--- src/rtl/kf8255_strobe_handshake.sv ---
// Mode-1 strobed handshake for one 8255 port group: STB#/IBF input path, OBF#/ACK# output path,
// interrupt request and enable, and a sticky overrun flag. All state updates on the falling clock edge.
module kf8255_strobe_handshake (
   input  logic       i_clock,
   input  logic       i_reset,
   input  logic [1:0] i_group_mode,
   input  logic       i_port_io,
   input  logic       i_mode_update,
   input  logic       i_inte_write,
   input  logic       i_inte_value,
   input  logic       i_read_port,
   input  logic       i_write_port,
   input  logic [7:0] i_cpu_data,
   input  logic [7:0] i_port_in,
   input  logic       i_strobe_n,
   input  logic       i_ack_n,
   output logic [7:0] o_read_data,
   output logic [7:0] o_port_out,
   output logic       o_port_out_en,
   output logic       o_ibf,
   output logic       o_obf_n,
   output logic       o_intr,
   output logic       o_inte,
   output logic       o_overrun,
   output logic [2:0] o_dbg_state
);

   typedef enum logic [2:0] {
      ST_DISABLED  = 3'd0,
      ST_IN_EMPTY  = 3'd1,
      ST_IN_FULL   = 3'd2,
      ST_OUT_EMPTY = 3'd3,
      ST_OUT_FULL  = 3'd4,
      ST_OUT_ACK   = 3'd5
   } state_t;

   state_t     r_state;
   logic [2:0] r_stb_sync;
   logic [2:0] r_ack_sync;
   logic [7:0] r_read_data;
   logic [7:0] r_port_out;
   logic       r_ibf;
   logic       r_obf_n;
   logic       r_intr;
   logic       r_inte;
   logic       r_overrun;

   state_t     w_state_nx;
   logic [7:0] w_read_data_nx;
   logic [7:0] w_port_out_nx;
   logic       w_ibf_nx;
   logic       w_obf_n_nx;
   logic       w_intr_nx;
   logic       w_inte_nx;
   logic       w_overrun_nx;
   logic       w_mode1;
   logic       w_stb_fall;
   logic       w_stb_rise;
   logic       w_ack_fall;
   logic       w_ack_rise;

   assign w_mode1 = (i_group_mode == 2'b01);

   // Bit 1 is the synchronized level, bit 2 its previous value; edges act one edge after bit 1 settles.
   assign w_stb_fall = r_stb_sync[2] & ~r_stb_sync[1];
   assign w_stb_rise = ~r_stb_sync[2] & r_stb_sync[1];
   assign w_ack_fall = r_ack_sync[2] & ~r_ack_sync[1];
   assign w_ack_rise = ~r_ack_sync[2] & r_ack_sync[1];

   always_comb begin
      w_state_nx     = r_state;
      w_read_data_nx = r_read_data;
      w_port_out_nx  = r_port_out;
      w_ibf_nx       = r_ibf;
      w_obf_n_nx     = r_obf_n;
      w_intr_nx      = r_intr;
      w_inte_nx      = r_inte;
      w_overrun_nx   = r_overrun;
      if (i_mode_update) begin
         w_read_data_nx = 8'h00;
         w_port_out_nx  = 8'h00;
         w_ibf_nx       = 1'b0;
         w_obf_n_nx     = 1'b1;
         w_intr_nx      = 1'b0;
         w_inte_nx      = 1'b0;
         w_overrun_nx   = 1'b0;
         if (!w_mode1)
            w_state_nx = ST_DISABLED;
         else
            w_state_nx = i_port_io ? ST_IN_EMPTY : ST_OUT_EMPTY;
      end else begin
         if (!w_mode1) begin
            w_state_nx = ST_DISABLED;
            w_ibf_nx   = 1'b0;
            w_obf_n_nx = 1'b1;
            w_intr_nx  = 1'b0;
         end else begin
            case (r_state)
               ST_DISABLED: w_state_nx = i_port_io ? ST_IN_EMPTY : ST_OUT_EMPTY;
               ST_IN_EMPTY: begin
                  if (w_stb_fall) begin
                     w_read_data_nx = i_port_in;
                     w_ibf_nx       = 1'b1;
                     w_state_nx     = ST_IN_FULL;
                  end
               end
               ST_IN_FULL: begin
                  // A read in the same cycle as a new strobe frees the buffer first, so the strobe latches.
                  if (i_read_port) begin
                     w_ibf_nx   = 1'b0;
                     w_intr_nx  = 1'b0;
                     w_state_nx = ST_IN_EMPTY;
                     if (w_stb_fall) begin
                        w_read_data_nx = i_port_in;
                        w_ibf_nx       = 1'b1;
                        w_state_nx     = ST_IN_FULL;
                     end
                  end else if (w_stb_fall) begin
                     w_overrun_nx = 1'b1;
                  end else if (w_stb_rise && r_inte) begin
                     w_intr_nx = 1'b1;
                  end
               end
               ST_OUT_EMPTY, ST_OUT_FULL, ST_OUT_ACK: begin
                  if (i_write_port) begin
                     w_port_out_nx = i_cpu_data;
                     w_obf_n_nx    = 1'b0;
                     w_intr_nx     = 1'b0;
                     w_state_nx    = ST_OUT_FULL;
                  end else if (r_state == ST_OUT_FULL && w_ack_fall) begin
                     w_obf_n_nx = 1'b1;
                     w_state_nx = ST_OUT_ACK;
                  end else if (r_state == ST_OUT_ACK && w_ack_rise) begin
                     w_intr_nx  = r_inte;
                     w_state_nx = ST_OUT_EMPTY;
                  end
               end
               default: w_state_nx = ST_DISABLED;
            endcase
         end
         if (i_inte_write) begin
            w_inte_nx = i_inte_value;
            if (!i_inte_value)
               w_intr_nx = 1'b0;
         end
      end
   end

   always_ff @(negedge i_clock or posedge i_reset) begin
      if (i_reset) begin
         r_state     <= ST_DISABLED;
         r_stb_sync  <= 3'b111;
         r_ack_sync  <= 3'b111;
         r_read_data <= 8'h00;
         r_port_out  <= 8'h00;
         r_ibf       <= 1'b0;
         r_obf_n     <= 1'b1;
         r_intr      <= 1'b0;
         r_inte      <= 1'b0;
         r_overrun   <= 1'b0;
      end else begin
         r_state     <= w_state_nx;
         r_stb_sync  <= {r_stb_sync[1:0], i_strobe_n};
         r_ack_sync  <= {r_ack_sync[1:0], i_ack_n};
         r_read_data <= w_read_data_nx;
         r_port_out  <= w_port_out_nx;
         r_ibf       <= w_ibf_nx;
         r_obf_n     <= w_obf_n_nx;
         r_intr      <= w_intr_nx;
         r_inte      <= w_inte_nx;
         r_overrun   <= w_overrun_nx;
      end
   end

   assign o_read_data   = r_read_data;
   assign o_port_out    = r_port_out;
   assign o_port_out_en = w_mode1 & ~i_port_io;
   assign o_ibf         = r_ibf;
   assign o_obf_n       = r_obf_n;
   assign o_intr        = r_intr;
   assign o_inte        = r_inte;
   assign o_overrun     = r_overrun;
   assign o_dbg_state   = r_state;

endmodule
--- config.mk ---
export PLATFORM = sky130hd
export DESIGN_NAME = kf8255_strobe_handshake
export DESIGN_NICKNAME = d
export VERILOG_FILES = /design/src/rtl/kf8255_strobe_handshake.sv
export SDC_FILE = /design/constraint.sdc
export NUM_CORES = 1
export LEC_CHECK = 0
export BUFFER_PORTS_ARGS = -buffer_cell sky130_fd_sc_hd__buf_4
export CAP_MARGIN = 20
export CORE_MARGIN = 8
export CORE_UTILIZATION = 45
export CTS_BUF_LIST = sky130_fd_sc_hd__clkbuf_4 sky130_fd_sc_hd__clkbuf_8
export CTS_CLUSTER_DIAMETER = 30
export CTS_CLUSTER_SIZE = 14
export DETAILED_ROUTE_END_ITERATION = 12
export GPL_ROUTABILITY_DRIVEN = 1
export HOLD_SLACK_MARGIN = 0.06
export PLACE_DENSITY_LB_ADDON = 0.25
export RECOVER_POWER = 100
export SYNTH_ARGS = -nofsm -noshare
export SYNTH_HDL_FRONTEND = slang
export SYNTH_SLANG_ARGS = --single-unit
--- constraint.sdc ---
create_clock -name i_clock -period 2.06 [get_ports i_clock]
set_input_delay 0 -clock i_clock [delete_from_list [all_inputs] [get_ports i_clock]]
set_output_delay 0 -clock i_clock [all_outputs]
set_load 0.01 [all_outputs]
* Yosys cells after proc, flatten, opt, wreduce, memory -nomap -nowiden
Index checks and enable logic that the tools add are counted.
** Operators by class
- Equal/unequal tests :: 14
- Multiplexer cells :: 48
- Reductions and logical operators :: 18
- Bitwise logic cells :: 10
** Operator list (count)
- two-way mux 8 bit :: 8
- two-way mux 1 bit :: 26
- two-way mux 3 bit :: 7
- one-hot mux 8 bit (2 select lines) :: 1
- one-hot mux 3 bit (4 select lines) :: 1
- AND reduction 3 bit :: 4
- nonzero test 2 bit :: 6
- inequality test 4 bit (second input constant) :: 2
- == test 3 x 2 -> 1 bit (second input constant) :: 2
- == test 3 bit (second input constant) :: 2
- two-way mux 2 bit :: 3
- inequality test 6 bit (second input constant) :: 1
- AND 1 bit :: 5
- NOT 1 bit :: 5
- inequality test 4 x 2 -> 1 bit (second input constant) :: 1
- inequality test 4 x 3 -> 1 bit (second input constant) :: 1
- one-hot mux 1 bit (2 select lines) :: 2
- AND reduction 4 bit :: 1
- == test 3 x 1 -> 1 bit (second input constant) :: 1
- logical AND 1 bit :: 3
- zero test 3 bit :: 1
- inequality test 3 x 2 -> 1 bit (second input constant) :: 1
- inequality test 3 bit (second input constant) :: 1
- nonzero test 3 bit :: 1
- other kinds (4) :: 4
** Word-level totals
- Register bits after elaboration :: 30
- Output and inout bits :: 25
- Word-level logic and storage cells :: 100

* Depth between registers and ports, before layout
Gate-level depths: netlist (run 1).
- Depth after elaboration :: 11
- Mapped depth :: 8
- Gate-level depth less buffers :: 5

==> metrics.cfg, run 1 <==
[worst_setup_path]
critical_path.max_fanout = 2
endpoint_kind = primary output
path_buf_inv = 1
cp_cell_sequence = buf_6
critical_path.startpoint_type = flop
cp_slowest_cell = dfstp_2
critPathTopFamily = flip-flops
critical_path_arrival_ns = 2.05
worstSetupPathType = reg -> out
worstPathRequired_ns = 2.06
cpPeakStageDelay_ns = 0.53

[placed_design]
post-place-ws_ns = -0.1321
io_buffers = 52
place_congestion = 0.8661
hpwl_mm = 2.973

[timing]
whs_ns = 0.2723
slew_violations = 0
maxSlewHeadroom_pct = 52.76
finalHoldViolCount = 0
tns_ns = 0
rsz0062_at_grt = true
setup_viol = 0
fin_worst_skew_ns = 0.06021
setup_slack_ns = 0.01116
worst_slew_pin_slew_ns = 0.7086

[power]
power_density_nw_per_um2 = 639.6
power_uw = 1215
power.leakage_uw = 0.0008952
vdd_drop_max_uv = 404.4

[logic_synthesis]
yosys_register_bits = 30
syn-num-nets = 153
synthArstFlopShare_pct = 100.0
synth_compound_area_share_pct = 24.20
ys_seq_area_share_pct = 52.28
synth_common_cells = 23 x dfrtn_1, 16 x a22o_1, 10 x nor2_1, 7 x dfstp_2, 7 x o21ai_0
synth-edff-count = 0
yosys.cell_types.count = 38
synth_area_um2 = 1453
yosys.area_share.simple_pct = 14.64
synth_cells = 125
synth_fa_ha_area_share_pct = 0
synth.most_common_cell = dfrtn_1
ys_top_cells_by_area = dfrtn_1 40%, dfstp_2 13%, a22o_1 9.6%, buf_6 4.7%, nor2_1 2.6%
syn_avg_cell_area_um2 = 11.62
synth_top_family_by_area = compound AO/OA/AOI/OAI gates
synth.largest_area_cell = dfrtn_1
synth_mux_area_share_pct = 2.153
synth_xor_area_share_pct = 0
synth_warnings = 0
synth_ff_type = dfrtn_1
yosys.area.top_type_share_pct = 39.62

[final_layout]
fill_cells = 289
syn_to_final_growth_pct = 30.75
final_nets = 226
drive_above_1_share_pct = 31.66
n_antenna_cell = 0

[global_route]
antenna_found_initial = 0
grt_usage_pct = 15.72
grt_pass1_vias = 1407
grt_max_degree = 31
gr-total-overflow = 0
grt_pass1_wl_mm = 6.451

[routing]
drtIter0Drc = 158
postRouteAntennaNets = 0
routed_wl_mm = 3.819
num_vias = 1266
remaining_drc_errors = 0
routedWlPerCell_um = 15.72
via_per_inst = 5.210
first_pass_iters = 4

[floorplanning]
io_pins = 53
dieWidth_um = 72.82
dieArea_um2 = 5302
coreArea_um2 = 3053
start_util_pct = 47.58
rows = 20
fp.dieH_um = 72.82

[clocking]
root_buffer = clkbuf_4
clock_latency_ns = 0.39
cts_tree = done
htreeDepth = 2
path_clk_slew_ns = 0.04
clock_sinks = 30
numCtsBuffers = 5
postCtsHoldBufs = 0
clockBufferDepth = 2

[job]
cap_violations = 0

[hold_path]
hold_path.class = in -> out

[run_status]
status = finished clean

placed cells by master (no fill, tap or decap), types with 3 or more instances in the layout:
master / synthesis / final
nand2_1: 4 / 4
nor2_1: 10 / 10
o21ai_0: 7 / 7
clkbuf_2: 0 / 3
a22o_1: 16 / 16
buf_4: 1 / 34
clkbuf_4: 0 / 9
dfstp_2: 7 / 5
nor3_1: 3 / 3
clkbuf_1: 0 / 25
a21oi_1: 6 / 6
dfrtn_1: 23 / 23
nand3_1: 3 / 3
inv_1: 6 / 12
nand2b_1: 3 / 4
registers in the layout, summed over array words and instances (netlist names):
signal and count:
o_dbg_state 3, o_ibf 1, o_inte 1, o_intr 1, o_obf_n 1, o_overrun 1
o_port_out 8, o_read_data 8, r_ack_sync 3, r_stb_sync 3
stage by stage:
stage               util (%)  cell area [um2]  instances
floorplan                  -             1453        125
global placement       62.91             1921        227
detailed placement     62.91             1921        227
CTS                    66.35             2026        243
global route           62.21             1899        243
finish                 62.21             1899        243
power by group:
group	switching (uW)	internal [uW]	total (uW)
clock	278	161	439
sequential	8.23	608	617
combinational	81.1	78.3	159
kinds of logic after synthesis:
| logic type | Yosys count |
|---|---|
| flip-flops | 30 |
| buffers and inverters | 13 |
| AND/OR/NAND/NOR | 35 |
| multiplexers | 3 |
| AO/OA/AOI/OAI | 44 |
final timing paths:
kind	end	from	slack [ns]	depth (start not counted)
max	o_obf_n	o_obf_n	0.01	1
min	o_port_out_en	i_port_io	0.27	3
max reg2reg	o_read_data[5]	o_dbg_state[0]	0.32	6
min reg2reg	r_stb_sync[1]	r_stb_sync[0]	0.36	0
max in group asynchronous	r_stb_sync[2]	i_reset	0.80	3
min in group asynchronous	o_dbg_state[0]	i_reset	0.77	3
final cells by class:
type	count	area (um2)	share of cell area (%)
clock buffers	5	37.54	1.976
clock inverters	10	52.55	2.767
inverters	5	18.77	0.9881
multi-input cells	82	570.5	30.04
flip-flops and latches	30	759.5	39.99
well taps	44	55.05	2.899
repair buffers	67	405.4	21.34
what timing repair did:
action,in CTS,in global routing
setup buffers,2,0
gates resized for setup,1,0
endpoints found under the setup margin,3,1
per-layer routing:
layer  wire length [um]  global-route usage [%]  vias to the layer above
met5                  0                       0                        -
met4                 59                   6.889                        0
met3                345                   7.692                        8
met2               1854                   24.75                       58
met1               1559                   17.48                      598
li1                   -                       -                      602
Power figures use the tool's default switching activity.
==> run 2: changes to the inputs <==
==> constraint.sdc (replaced) <==
create_clock -name i_clock -period 2.06 [get_ports i_clock]
set_input_delay 0.309 -clock i_clock [delete_from_list [all_inputs] [get_ports i_clock]]
set_output_delay 0.309 -clock i_clock [all_outputs]
set_load 0.01 [all_outputs]
==> run 2 against run 1 <==
Net effect: the run now ends with negative setup slack left; clock skew up 0.0027 ns; first-iteration DRC count down 54%; highest routed layer unchanged; sequential cell count unchanged; routed wire length up 7.1%; largest power group unchanged; via count up 4.4%; clock-buffer cell count up 2.
==> metrics.cfg, run 2 (synthesis results as in run 1) <==
[worst_setup_path]
path_buf_inv = 1  ; unchanged
cp_slowest_cell = dfstp_2
endpoint_kind = primary output
worstReg2RegStart = o_dbg_state[0]
worstPathRequired_ns = 1.75  ; -0.31 ns
reg2reg_slack_ns = 0.20  ; -0.12 ns
critical_path.startpoint_type = flop
reg2reg_to = o_intr
critical_path_arrival_ns = 2.04  ; about the same
cp_cell_sequence = buf_6
critPathTopFamily = flip-flops
critical_path.max_fanout = 2  ; unchanged
r2r_cells = 8  ; +2
cpPeakStageDelay_ns = 0.53  ; about the same
startpoint = o_obf_n
worstSetupPathType = reg -> out

[routing]
routedWlPerCell_um = 15.67  ; -0.31%
drtIter0Drc = 72  ; -54%
postRouteAntennaNets = 0  ; unchanged
remaining_drc_errors = 0  ; unchanged
first_pass_iters = 4  ; unchanged
num_vias = 1322  ; +4.4%
via_per_inst = 5.065  ; -2.8%
routed_wl_mm = 4.089  ; +7.1%

[final_layout]
n_antenna_cell = 0  ; unchanged
seq_area_um2 = 759.5  ; unchanged
drive_above_1_share_pct = 51.15  ; +19 points
syn_to_final_growth_pct = 55.90
final_nets = 244  ; +8.0%
final_cell_mix = 61 x buf_4, 23 x dfrtn_1, 16 x a22o_1
fill_cells = 229  ; -21%
mostFrequentLayoutCell = buf_4
multiInputGateArea_um2 = 620.6  ; +8.8%

[run_status]
status = complete, but fails checks
violations = negative setup slack

[global_route]
grt_pass1_vias = 1448  ; +2.9%
grt_usage_pct = 16.29  ; +0.57 points
grt_max_degree = 31  ; unchanged
antenna_found_initial = 0  ; unchanged
gr-total-overflow = 0  ; unchanged
grt_pass1_wl_mm = 6.713  ; +4.1%

[timing]
maxSlewHeadroom_pct = 52.11  ; -0.65 points
finalHoldViolCount = 0  ; unchanged
rsz0062_at_grt = true
setup_viol = 41  ; +41
whs_ns = 0.3648  ; +0.09246 ns
setup_slack_ns = -0.2898  ; -0.3009 ns
worst_slew_pin_slew_ns = 0.7183  ; +0.009732 ns
slew_violations = 0  ; unchanged
fin_worst_skew_ns = 0.06288  ; +0.002664 ns

[clocking]
clock_latency_ns = 0.38  ; about the same
clock_sinks = 30  ; unchanged
postCtsHoldBufs = 0  ; unchanged
path_clk_slew_ns = 0.04  ; about the same
numCtsBuffers = 5  ; unchanged
cts_tree = done
root_buffer = clkbuf_4
htreeDepth = 2  ; unchanged
clockBufferDepth = 2  ; unchanged

[power]
power_density_nw_per_um2 = 612.4  ; -4.3%
intPower_uw = 1047  ; +24%
seqPwrFrac_pct = 44.4  ; -6.4 points
power.clock.fraction_pct = 41.8  ; +5.7 points
power.leakage_uw = 0.001127  ; +26%
comb_power_share_pct = 13.8  ; +0.7 points
p_sw_uw = 339.4  ; -7.6%
switching_share_pct = 24.47  ; -5.7 points
vdd_drop_max_uv = 431.4  ; +6.7%

[placed_design]
post-place-ws_ns = -0.4553  ; -0.3233 ns
hpwl_mm = 3.003  ; +1.0%
io_buffers = 52  ; unchanged
place_congestion = 0.8461  ; -2.3%

[floorplanning]
io_pins = 53  ; unchanged
start_util_pct = 47.58  ; unchanged
fp.dieH_um = 72.82  ; unchanged
dieArea_um2 = 5302  ; unchanged
dieWidth_um = 72.82  ; unchanged
rows = 20  ; unchanged
coreArea_um2 = 3053  ; unchanged

[hold_path]
hold_path.class = reg -> reg
whs_path_depth = 0  ; -3
hold_start = r_stb_sync[0]
hold_path_end = r_stb_sync[1]

[job]
cap_violations = 0  ; unchanged

==> run 2: changes by cell type in the layout (fill, tap and decap cells not counted), moves of 2 or more <==
cell,before,now
buf_4,34,61
clkbuf_1,25,4
buf_6,1,15
a21oi_1,6,4
a21oi_2,1,3
clkbuf_2,3,1
clkbuf_8,0,2
inv_6,2,0
nor2_1,10,8
nor2_4,0,2
==> run 2: stage by stage <==
stage          setup TNS [ns]  power (uW)  instances  instance area, um2  util (%)
6_report               -5.405        1387        261                2265     74.18
5_1_grt                -6.797        1461        261                2265     74.18
4_1_cts                -3.987        1401        255                2203     72.17
3_5_place_dp           -7.207       833.4        229                1966     64.39
3_3_place_gp           -6.376       827.4        229                1966     64.39
2_1_floorplan          -3.579       746.5        125                1470         -
==> run 2: metal layers <==
layer	wire length [um]	vias to the layer above	global-route usage [%]
li1	-	635	-
met1	1701	641	18.06
met2	2047	38	26.84
met3	276	8	6.456
met4	63	0	7.111
met5	0	-	0
==> run 2: worst register-to-register path: stages, from the launching register on <==
cell and delay, ns:
dfrtn_1 0.41, buf_4 0.10, buf_4 0.09, buf_4 0.19
nand3b_1 0.16, nor2_1 0.15, mux2_1 0.34, a31oi_1 0.21
a2111oi_2 0.05
==> run 2: layout make-up <==
| cell class | instances | share of cell area, % |
|---|---|---|
| flip-flops and latches | 30 | 33.54 |
| repair buffers | 85 | 30.44 |
| multi-input cells | 82 | 27.40 |
| clock buffers | 7 | 2.873 |
| clock inverters | 8 | 2.486 |
| well taps | 44 | 2.431 |
| inverters | 5 | 0.8287 |
==> run 2: timing repair <==
item                                    4_1_cts  5_1_grt
endpoints found under the setup margin       32       42
gates resized for setup                       8       16
buffers inserted                             12        6
pin swaps                                     0        3
==> run 2: worst max-delay path by stage <==
stage / to / slack (ns) / depth (start not counted)
final: o_obf_n / -0.29 / 1
after global routing: o_obf_n / -0.34 / 1
after CTS: o_obf_n / -0.30 / 1
after detailed placement: o_read_data[6] / -0.46 / 5
after global placement: o_read_data[6] / -0.38 / 5
after floorplan: o_read_data[0] / -0.30 / 5
==> run 2: power by group through the flow <==
| stage | Sequential, uW | Combinational (uW) | Clock (uW) |
|---|---|---|---|
| 4_1_cts | 616 | 194 | 591 |
| 3_3_place_gp | 626 | 178 | 24.0 |
| 2_1_floorplan | 629 | 93.4 | 24.0 |
| 6_report | 616 | 191 | 580 |
| 3_5_place_dp | 626 | 183 | 24.0 |
| 5_1_grt | 616 | 209 | 636 |
